### src/rtl/logic_unit_pipe.sv
// Registered eight-op bitwise logic unit with a one-entry
// valid/ready output stage, result flags, XOR checksum and counter.
module logic_unit_pipe #(
  parameter int WIDTH = 8,
  parameter int CNT_W = 8
) (
  input  logic             clk,
  input  logic             rst_n,
  input  logic             in_valid,
  output logic             in_ready,
  input  logic [WIDTH-1:0] a,
  input  logic [WIDTH-1:0] b,
  input  logic [2:0]       op,
  output logic             out_valid,
  input  logic             out_ready,
  output logic [WIDTH-1:0] y,
  output logic             y_par,
  output logic             y_zero,
  input  logic             acc_clr,
  output logic [WIDTH-1:0] acc,
  output logic [CNT_W-1:0] cnt
);

  localparam logic [2:0] OP_AND  = 3'd0;
  localparam logic [2:0] OP_OR   = 3'd1;
  localparam logic [2:0] OP_XOR  = 3'd2;
  localparam logic [2:0] OP_XNOR = 3'd3;
  localparam logic [2:0] OP_NAND = 3'd4;
  localparam logic [2:0] OP_NOR  = 3'd5;
  localparam logic [2:0] OP_NOT  = 3'd6;
  localparam logic [2:0] OP_BUF  = 3'd7;

  logic             vld_q, vld_d;
  logic [WIDTH-1:0] y_q, y_d;
  logic             par_q, par_d;
  logic             zero_q, zero_d;
  logic [WIDTH-1:0] acc_q, acc_d;
  logic [CNT_W-1:0] cnt_q, cnt_d;
  logic [WIDTH-1:0] res;
  logic             accept;

  always_comb begin
    res = '0;
    unique case (op)
      OP_AND:  res = a & b;
      OP_OR:   res = a | b;
      OP_XOR:  res = a ^ b;
      OP_XNOR: res = ~(a ^ b);
      OP_NAND: res = ~(a & b);
      OP_NOR:  res = ~(a | b);
      OP_NOT:  res = ~a;
      OP_BUF:  res = a;
      default: res = '0;
    endcase
  end

  assign in_ready = !vld_q || out_ready;
  assign accept   = in_valid && in_ready;

  // Flags come from the new result so they stay aligned with y.
  always_comb begin
    vld_d  = vld_q;
    y_d    = y_q;
    par_d  = par_q;
    zero_d = zero_q;
    if (accept) begin
      vld_d  = 1'b1;
      y_d    = res;
      par_d  = ~^res;
      zero_d = (res == '0);
    end else if (vld_q && out_ready) begin
      vld_d = 1'b0;
    end
  end

  // Clear takes effect before the same-cycle transaction is folded in.
  always_comb begin
    acc_d = acc_q;
    cnt_d = cnt_q;
    if (acc_clr) begin
      acc_d = '0;
      cnt_d = '0;
    end
    if (accept) begin
      acc_d = acc_d ^ res;
      cnt_d = cnt_d + CNT_W'(1);
    end
  end

  always_ff @(posedge clk or negedge rst_n) begin
    if (!rst_n) begin
      vld_q  <= 1'b0;
      y_q    <= '0;
      par_q  <= 1'b0;
      zero_q <= 1'b0;
      acc_q  <= '0;
      cnt_q  <= '0;
    end else begin
      vld_q  <= vld_d;
      y_q    <= y_d;
      par_q  <= par_d;
      zero_q <= zero_d;
      acc_q  <= acc_d;
      cnt_q  <= cnt_d;
    end
  end

  assign out_valid = vld_q;
  assign y         = y_q;
  assign y_par     = par_q;
  assign y_zero    = zero_q;
  assign acc       = acc_q;
  assign cnt       = cnt_q;

endmodule

### config.mk
export PLATFORM = sky130hd
export DESIGN_NAME = logic_unit_pipe
export DESIGN_NICKNAME = d
export VERILOG_FILES = /design/src/rtl/logic_unit_pipe.sv
export SDC_FILE = /design/constraint.sdc
export NUM_CORES = 1
export LEC_CHECK = 0
export CAP_MARGIN = 40
export CELL_PAD_IN_SITES_DETAIL_PLACEMENT = 1
export CELL_PAD_IN_SITES_GLOBAL_PLACEMENT = 2
export CORE_UTILIZATION = 31
export CTS_CLUSTER_DIAMETER = 50
export DETAILED_ROUTE_END_ITERATION = 10
export GPL_ROUTABILITY_DRIVEN = 0
export PLACE_DENSITY_LB_ADDON = 0.1
export SLEW_MARGIN = 20
export SYNTH_ARGS = -nofsm -noshare
export SYNTH_HDL_FRONTEND = slang
export SYNTH_SLANG_ARGS = --single-unit
### constraint.sdc
create_clock -name clk -period 1.45 [get_ports clk]
set_input_delay 0.145 -clock clk [delete_from_list [all_inputs] [get_ports clk]]
set_output_delay 0.145 -clock clk [all_outputs]
set_load 0.05 [all_outputs]
==> impl_results.md, run 1 <==
* Total GRT Usage at 17.5%
* Place WS at -1.21 ns
* Nets at 373
* Most frequent cells in the layout: buf_4 (82), dfrtp_1 (24), nand2_1 (17)
* Clk sink count at 27
* Minimum clock period at 1.76 ns
* Slew @ Worst Pin at 0.418 ns
* Vias per Instance at 4.78
* Core area at 0.00653 mm2
* Inst Count DP at 388
* Post-DP HPWL at 4260 um
* Crit end category: flop
* Reg2Reg Depth at 5
* Number of cell rows at 29
* WP data required at 1.61 ns
* WS Path Type: in -> reg
* Share of cells above drive strength 1 at between 50% and 60%
* Clock slew at reported path FFs at roughly 0.090 ns
* Crit path max fanout at 2
* Port Buffer Count at 51
* Final Max Tran Viols at 0
* Die height at 85.2 um
* Most common cell on crit path: ha_4
* Layout Utilization at 56.5%
* Sequential share of the synthesized area at 31.5%
* Worst Clk Skew at between 0.002 and 0.0025 ns
* Failing checks: negative setup slack
* Crit path DAT at 1.92 ns
* VDD IR-drop max at 321 uV
* Vias in the first global route at 2125
* Reg-to-reg slack, setup at 0.14 ns
* Pwr Density at 797 mW/mm2
* CTS H-Tree Depth at 1
* Crit-path max cell delay at 0.37 ns
* P&R area growth vs syn at 71.7%
* Fin crit share at 122%
* Leakage at 1.71 nW
* Hold slack at 0.244 ns
* Die W at 85.2 um
* Max-Cap Viols at 0
* Startpoint types: input port
* Status: complete, but fails checks
* Critical path cell sequence: buf_8 > inv_4 > ha_4 > mux2i_1 > or3_1 > a32oi_2 > or2_4 > ha_4 > xnor2_2 > xnor2_1 > o21ai_1
* RSZ-0062 raised after global routing: yes
* Routed WL at 5770 um
* Commonest non-fill, non-tap cell in the layout: buf_4
* Post-synthesis cell type count at 42
* Syn avg cell area at 9.80 um2
* Final antenna-violating net count at 0
* 1st-iter DRT viols at 22
* Syn Std Cell Area at around 0.0021 mm2
* Wire length per cell at 14.3 um
* Critical R2R Capture: cnt[7]
* Syn_nets at 264
* TritonCTS clock tree: done
* Skew-Pair Late Insertion Delay at 0.27 ns
* GRT overflow at 0
* Hold buffer count at CTS at 0
* Mapped Cells at 219
* Slowest CP cell: or3_1
* First-pass GRT wire length at 10200 um
* Die Footprint at ~0.0073 mm2
* Initial antenna violation count at 0
* Largest net degree at the start of global routing at 28
* # IOs at 52
* ANT cells at 0
* Via count at 1932
* Yosys warning count at 0
* F_max at between 500 and 600 MHz
* Max-slew headroom at 72.1%
* Initial Utilization at roughly a third
* Hold Violations, Final at 0
* DR pass1 iterations at 5
* Yosys reg bits at 27
* Worst reg2reg path startpoint: cnt[0]
* Final setup viols at 11
* # DRC at 0
* Non-filler instance count after layout at 404
* Clock Path Buffers at 2
* Root Driver: clkbuf_8
* Final worst slack at -0.313 ns
* Hold Crit Class: in -> async
* TritonCTS Buffers at 3
* Final Total Pwr at 2.94 mW
Yosys cell counts:
cell type   n  area, um2
mux2_1      3       33.8
nor2_1      5       18.8
buf_8       1       15.0
or3_4       1       11.3
nor2_2      4       25.0
a211oi_1    5       37.5
and2_1      1       6.26
mux2i_1    11        110
a211oi_2    1       12.5
nand4_1     4       25.0
or2_2       1       6.26
o211ai_2    1       12.5
nand3_1     1       5.00
buf_2       4       20.0
xor2_1      3       26.3
dfrtp_1    27        676
ha_1       21        263
nor3_2      1       10.0
mux2_2      3       33.8
buf_1       1       3.75
inv_1      17       63.8
nor3_1      2       10.0
o22ai_1     5       31.3
nor2b_1     9       56.3
a21oi_1     1       5.00
nor3b_1     5       37.5
or4bb_1     1       11.3
nand2_1    18       67.6
mux2_4      5       75.1
o21ai_0     6       30.0
buf_6       2       22.5
clkbuf_1    3       11.3
or3_1       2       12.5
nor4_1      1       6.26
a32oi_1     1       8.76
xnor2_1    15        131
and3_1      1       6.26
buf_4       1       7.51
o211ai_1    4       30.0
a21o_1      7       52.6
nand2b_1    9       56.3
o22ai_2     5       62.6
repair_timing:
item,4_1_cts,5_1_grt
pin swaps,38,20
resized for setup,135,12
endpoints found under the hold margin,0,0
buffers inserted,10,1
gates cloned,1,0
endpoints found under the setup margin,18,16
routing by layer:
layer,part of all wire (%),track usage [%],wire (um)
met5,0,0,0
met2,52,32.3,2970
met3,1.5,1.17,89
met1,46,21.7,2650
met4,1.1,5.08,61
sequential cells by signal, summed over array words and instances (netlist names):
register	cells
y	8
y_par	1
out_valid	1
cnt	8
y_zero	1
acc	8
kinds of logic (layout without fill, tap and decap cells):
family	Yosys count	count (layout)	synth area share (%)
XOR/XNOR	18	18	7.34
buffers and inverters	29	137	6.70
adder cells (fa/ha/maj)	21	21	12.2
AND/OR/NAND/NOR	66	66	17.3
multiplexers	22	22	11.8
AO/OA/AOI/OAI	36	36	13.2
flip-flops	27	27	31.5
worst max-delay path by stage:
stage | from | endpoint | depth (start not counted)
4_1_cts | b[2] | y_par | 11
2_1_floorplan | b[1] | y_par | 9
6_report | b[2] | y_par | 11
3_3_place_gp | b[1] | y_par | 10
3_5_place_dp | b[1] | y_par | 10
5_1_grt | a[1] | y_par | 10
critical path: cells and delay by family:
kind | cells | cell delay (ns)
compound gates | 2 | 0.31
buf+inv | 2 | 0.11
simple gates | 2 | 0.53
xor+xnor | 2 | 0.32
mux | 1 | 0.06
fa+ha+maj | 2 | 0.45
layout make-up:
cell class | instances | area (um2)
clock inverter | 1 | 5.00
clock buffer | 3 | 41.3
timing repair buffer | 116 | 1030
tap | 77 | 96.3
fill | 720 | 2840
inverter | 17 | 81.3
sequential | 27 | 679
multi-input combinational | 163 | 1750
metrics by stage:
stage / area, um2 / TNS (ns)
floorplan: 2250 / -0.584
global placement: 3180 / -12.08
detailed placement: 3180 / -12.69
CTS: 3660 / -1.41
global route: 3690 / -2.43
finish: 3690 / -1.53
where the power goes:
part	internal, mW	total (mW)	switching [mW]
Combinational	0.725	1.60	0.871
Sequential	0.854	0.914	0.0597
Clock	0.192	0.427	0.235
Total	1.77	2.94	1.17
No activity file was read; power rests on OpenSTA's default activity.
==> run 2, diff against run 1 <==
==> constraint.sdc (replaced) <==
create_clock -name clk -period 1.7 [get_ports clk]
set_input_delay 0.17 -clock clk [delete_from_list [all_inputs] [get_ports clk]]
set_output_delay 0.17 -clock clk [all_outputs]
set_load 0.05 [all_outputs]
==> impl_results.md, run 2 (synthesis results as in run 1) <==
* Status: complete, but fails checks
* Failing checks: negative setup slack
* Routed WL at 5870 um (+1.7%)
* RSZ-0062 raised after global routing: yes
* NetSw at 0.977 mW (-16%)
* GRT overflow at 0 (unchanged)
* Top delay family on crit path: adder cells
* Hold buffer count at CTS at 0 (unchanged)
* Largest net degree at the start of global routing at 28 (unchanged)
* Nets at 373 (unchanged)
* Max-slew headroom at 63.3% (-8.8 points)
* F_max at about 570 MHz
* WS Path Type: in -> reg
* Sw frac at 39.2% (-0.48 points)
* Most common cell on crit path: ha_4
* Initial antenna violation count at 0 (unchanged)
* Die W at 85.2 um (unchanged)
* Share of cells above drive strength 1 at 52.3% (-6.4 points)
* # DRC at 0 (unchanged)
* Die Footprint at 0.00726 mm2 (unchanged)
* CTS H-Tree Depth at 1 (unchanged)
* Cell internal pwr at 1.52 mW (-14%)
* Logic pwr share at 54.4% (about the same)
* Final antenna-violating net count at 0 (unchanged)
* Crit-path max cell delay at 0.26 ns (-0.11 ns)
* Reg area at 676 um2 (-0.55%)
* Die height at 85.2 um (unchanged)
* Hold Crit Class: in -> async
* TritonCTS clock tree: done
* First-pass GRT wire length at 10000 um (-1.5%)
* Final worst slack at -0.0564 ns (+0.257 ns)
* Final setup viols at 1 (-10)
* TritonCTS Buffers at 3 (unchanged)
* Clk sink count at 27 (unchanged)
* Via count at 1953 (+1.1%)
* VDD IR-drop max at 286 uV (-11%)
* Pwr Density at 681 mW/mm2 (-15%)
* Clock Path Buffers at 2 (unchanged)
* Root Driver: clkbuf_8
* Power share of the sequential group at 31.2% (about the same)
* Crit end category: flop
* Layout Utilization at 56.1% (-0.38 points)
* Vias in the first global route at 2122 (-0.14%)
* # fillers at 718 (-0.28%)
* Vias per Instance at 4.83 (+1.1%)
* CP bufs+invs at 2 (unchanged)
* Slew @ Worst Pin at 0.545 ns (+0.127 ns)
* Worst Clk Skew at 0.00184 ns (-0.000380 ns)
* Skew-Pair Late Insertion Delay at 0.27 ns (about the same)
* Crit path DAT at 1.91 ns (about the same)
* Startpoint types: input port
* Sum Neg Setup Slack at -0.0564 ns (+1.47 ns)
* Place WS at -1.00 ns (+0.210 ns)
* Initial Utilization at 32.9% (unchanged)
* Crit path max fanout at 2 (unchanged)
* Slowest CP cell: o211ai_1
* ANT cells at 0 (unchanged)
* Commonest non-fill, non-tap cell in the layout: buf_4
* Wire length per cell at 14.5 um (+1.7%)
* Final Total Pwr at 2.49 mW (-15%)
* Number of cell rows at 29 (unchanged)
* Fin crit share at 103%
* Total GRT Usage at 17.2% (-0.23 points)
* 1st-iter DRT viols at 54 (+150%)
* Clock power frac at 14.3% (-0.2 points)
* Leakage at 1.66 nW (-3.3%)
* DR pass1 iterations at 4 (-1)
* Final Max Tran Viols at 0 (unchanged)
* Max-Cap Viols at 0 (unchanged)
* Core area at 0.00653 mm2 (unchanged)
* Multi-input logic area at 0.00173 mm2 (-1.4%)
* Hold Violations, Final at 0 (unchanged)
* Minimum clock period at 1.76 ns
* Critical path cell sequence: clkdlybuf4s15_2 > inv_2 > ha_4 > mux2_4 > o211ai_1 > o21ai_2 > ha_4 > xnor2_2 > xnor2_1 > o21ai_1
* # IOs at 52 (unchanged)
* Port Buffer Count at 51 (unchanged)
* P&R area growth vs syn at 70.6%
* Most frequent cells in the layout: buf_4 (67), dfrtp_1 (27), clkdlybuf4s50_1 (23)
* WP data required at 1.86 ns (+0.25 ns)
* Clock slew at reported path FFs at 0.09 ns (about the same)
* Post-DP HPWL at 4340 um (+1.9%)
[run 2: cell types whose count changed in the layout (fill, tap and decap cells not counted), moves of 4 or more]
cell             before  now
buf_2                 6    2
ha_2                  1    5
buf_4                82   67
buf_12                8    2
clkdlybuf4s50_1       4   23
[run 2: cell type report]
class | instances | area share [%]
clock inverters | 1 | 0.137
multi-input cells | 163 | 47.2
clock buffers | 3 | 1.13
inverters | 17 | 2.22
flip-flops and latches | 27 | 18.4
well taps | 77 | 2.63
repair buffers | 116 | 28.3
[run 2: path summary, 6_finish.rpt]
check / startpoint / end / cells after the start / slack, ns
setup / recovery: b[0] / y_par / 10 / -0.06
hold / removal: rst_n / acc[1] / 2 / 0.27
setup reg to reg: out_valid / acc[3] / 5 / 0.33
hold reg to reg: y[6] / y[6] / 1 / 0.48
max in group asynchronous: rst_n / cnt[6] / 2 / 1.18
min in group clk: y[6] / y[6] / 1 / 0.48
[run 2: metal layers]
| layer | track usage [%] | vias up | wire [um] |
|---|---|---|---|
| li1 | - | 966 | - |
| met1 | 21.2 | 948 | 2600 |
| met2 | 32.6 | 35 | 3050 |
| met3 | 1.36 | 4 | 151 |
| met4 | 3.70 | 0 | 57 |
| met5 | 0 | - | 0 |
[run 2: stage by stage]
step | std cells | cell area [um2] | hold WS [ns]
3_5_place_dp | 391 | 3190 | 0.469
2_1_floorplan | 219 | 2240 | -0.126
5_1_grt | 404 | 3660 | 0.307
3_3_place_gp | 391 | 3190 | 0.461
6_report | 404 | 3660 | 0.266
4_1_cts | 403 | 3660 | 0.281
[run 2: power by group through the flow]
stage / clock (mW) / combinational, mW / sequential (mW)
2_1_floorplan: 0 / 0.418 / 1.09
3_3_place_gp: 0 / 1.15 / 0.788
3_5_place_dp: 0 / 1.18 / 0.794
4_1_cts: 0.374 / 1.36 / 0.781
5_1_grt: 0.390 / 1.45 / 0.792
6_report: 0.358 / 1.36 / 0.779
[run 2: timing repair]
action | 4_1_cts | 5_1_grt
cloned | 2 | 0
setup buffers | 6 | 1
pin swaps | 41 | 19
setup endpoints to repair | 14 | 3
gates resized for setup | 124 | 13
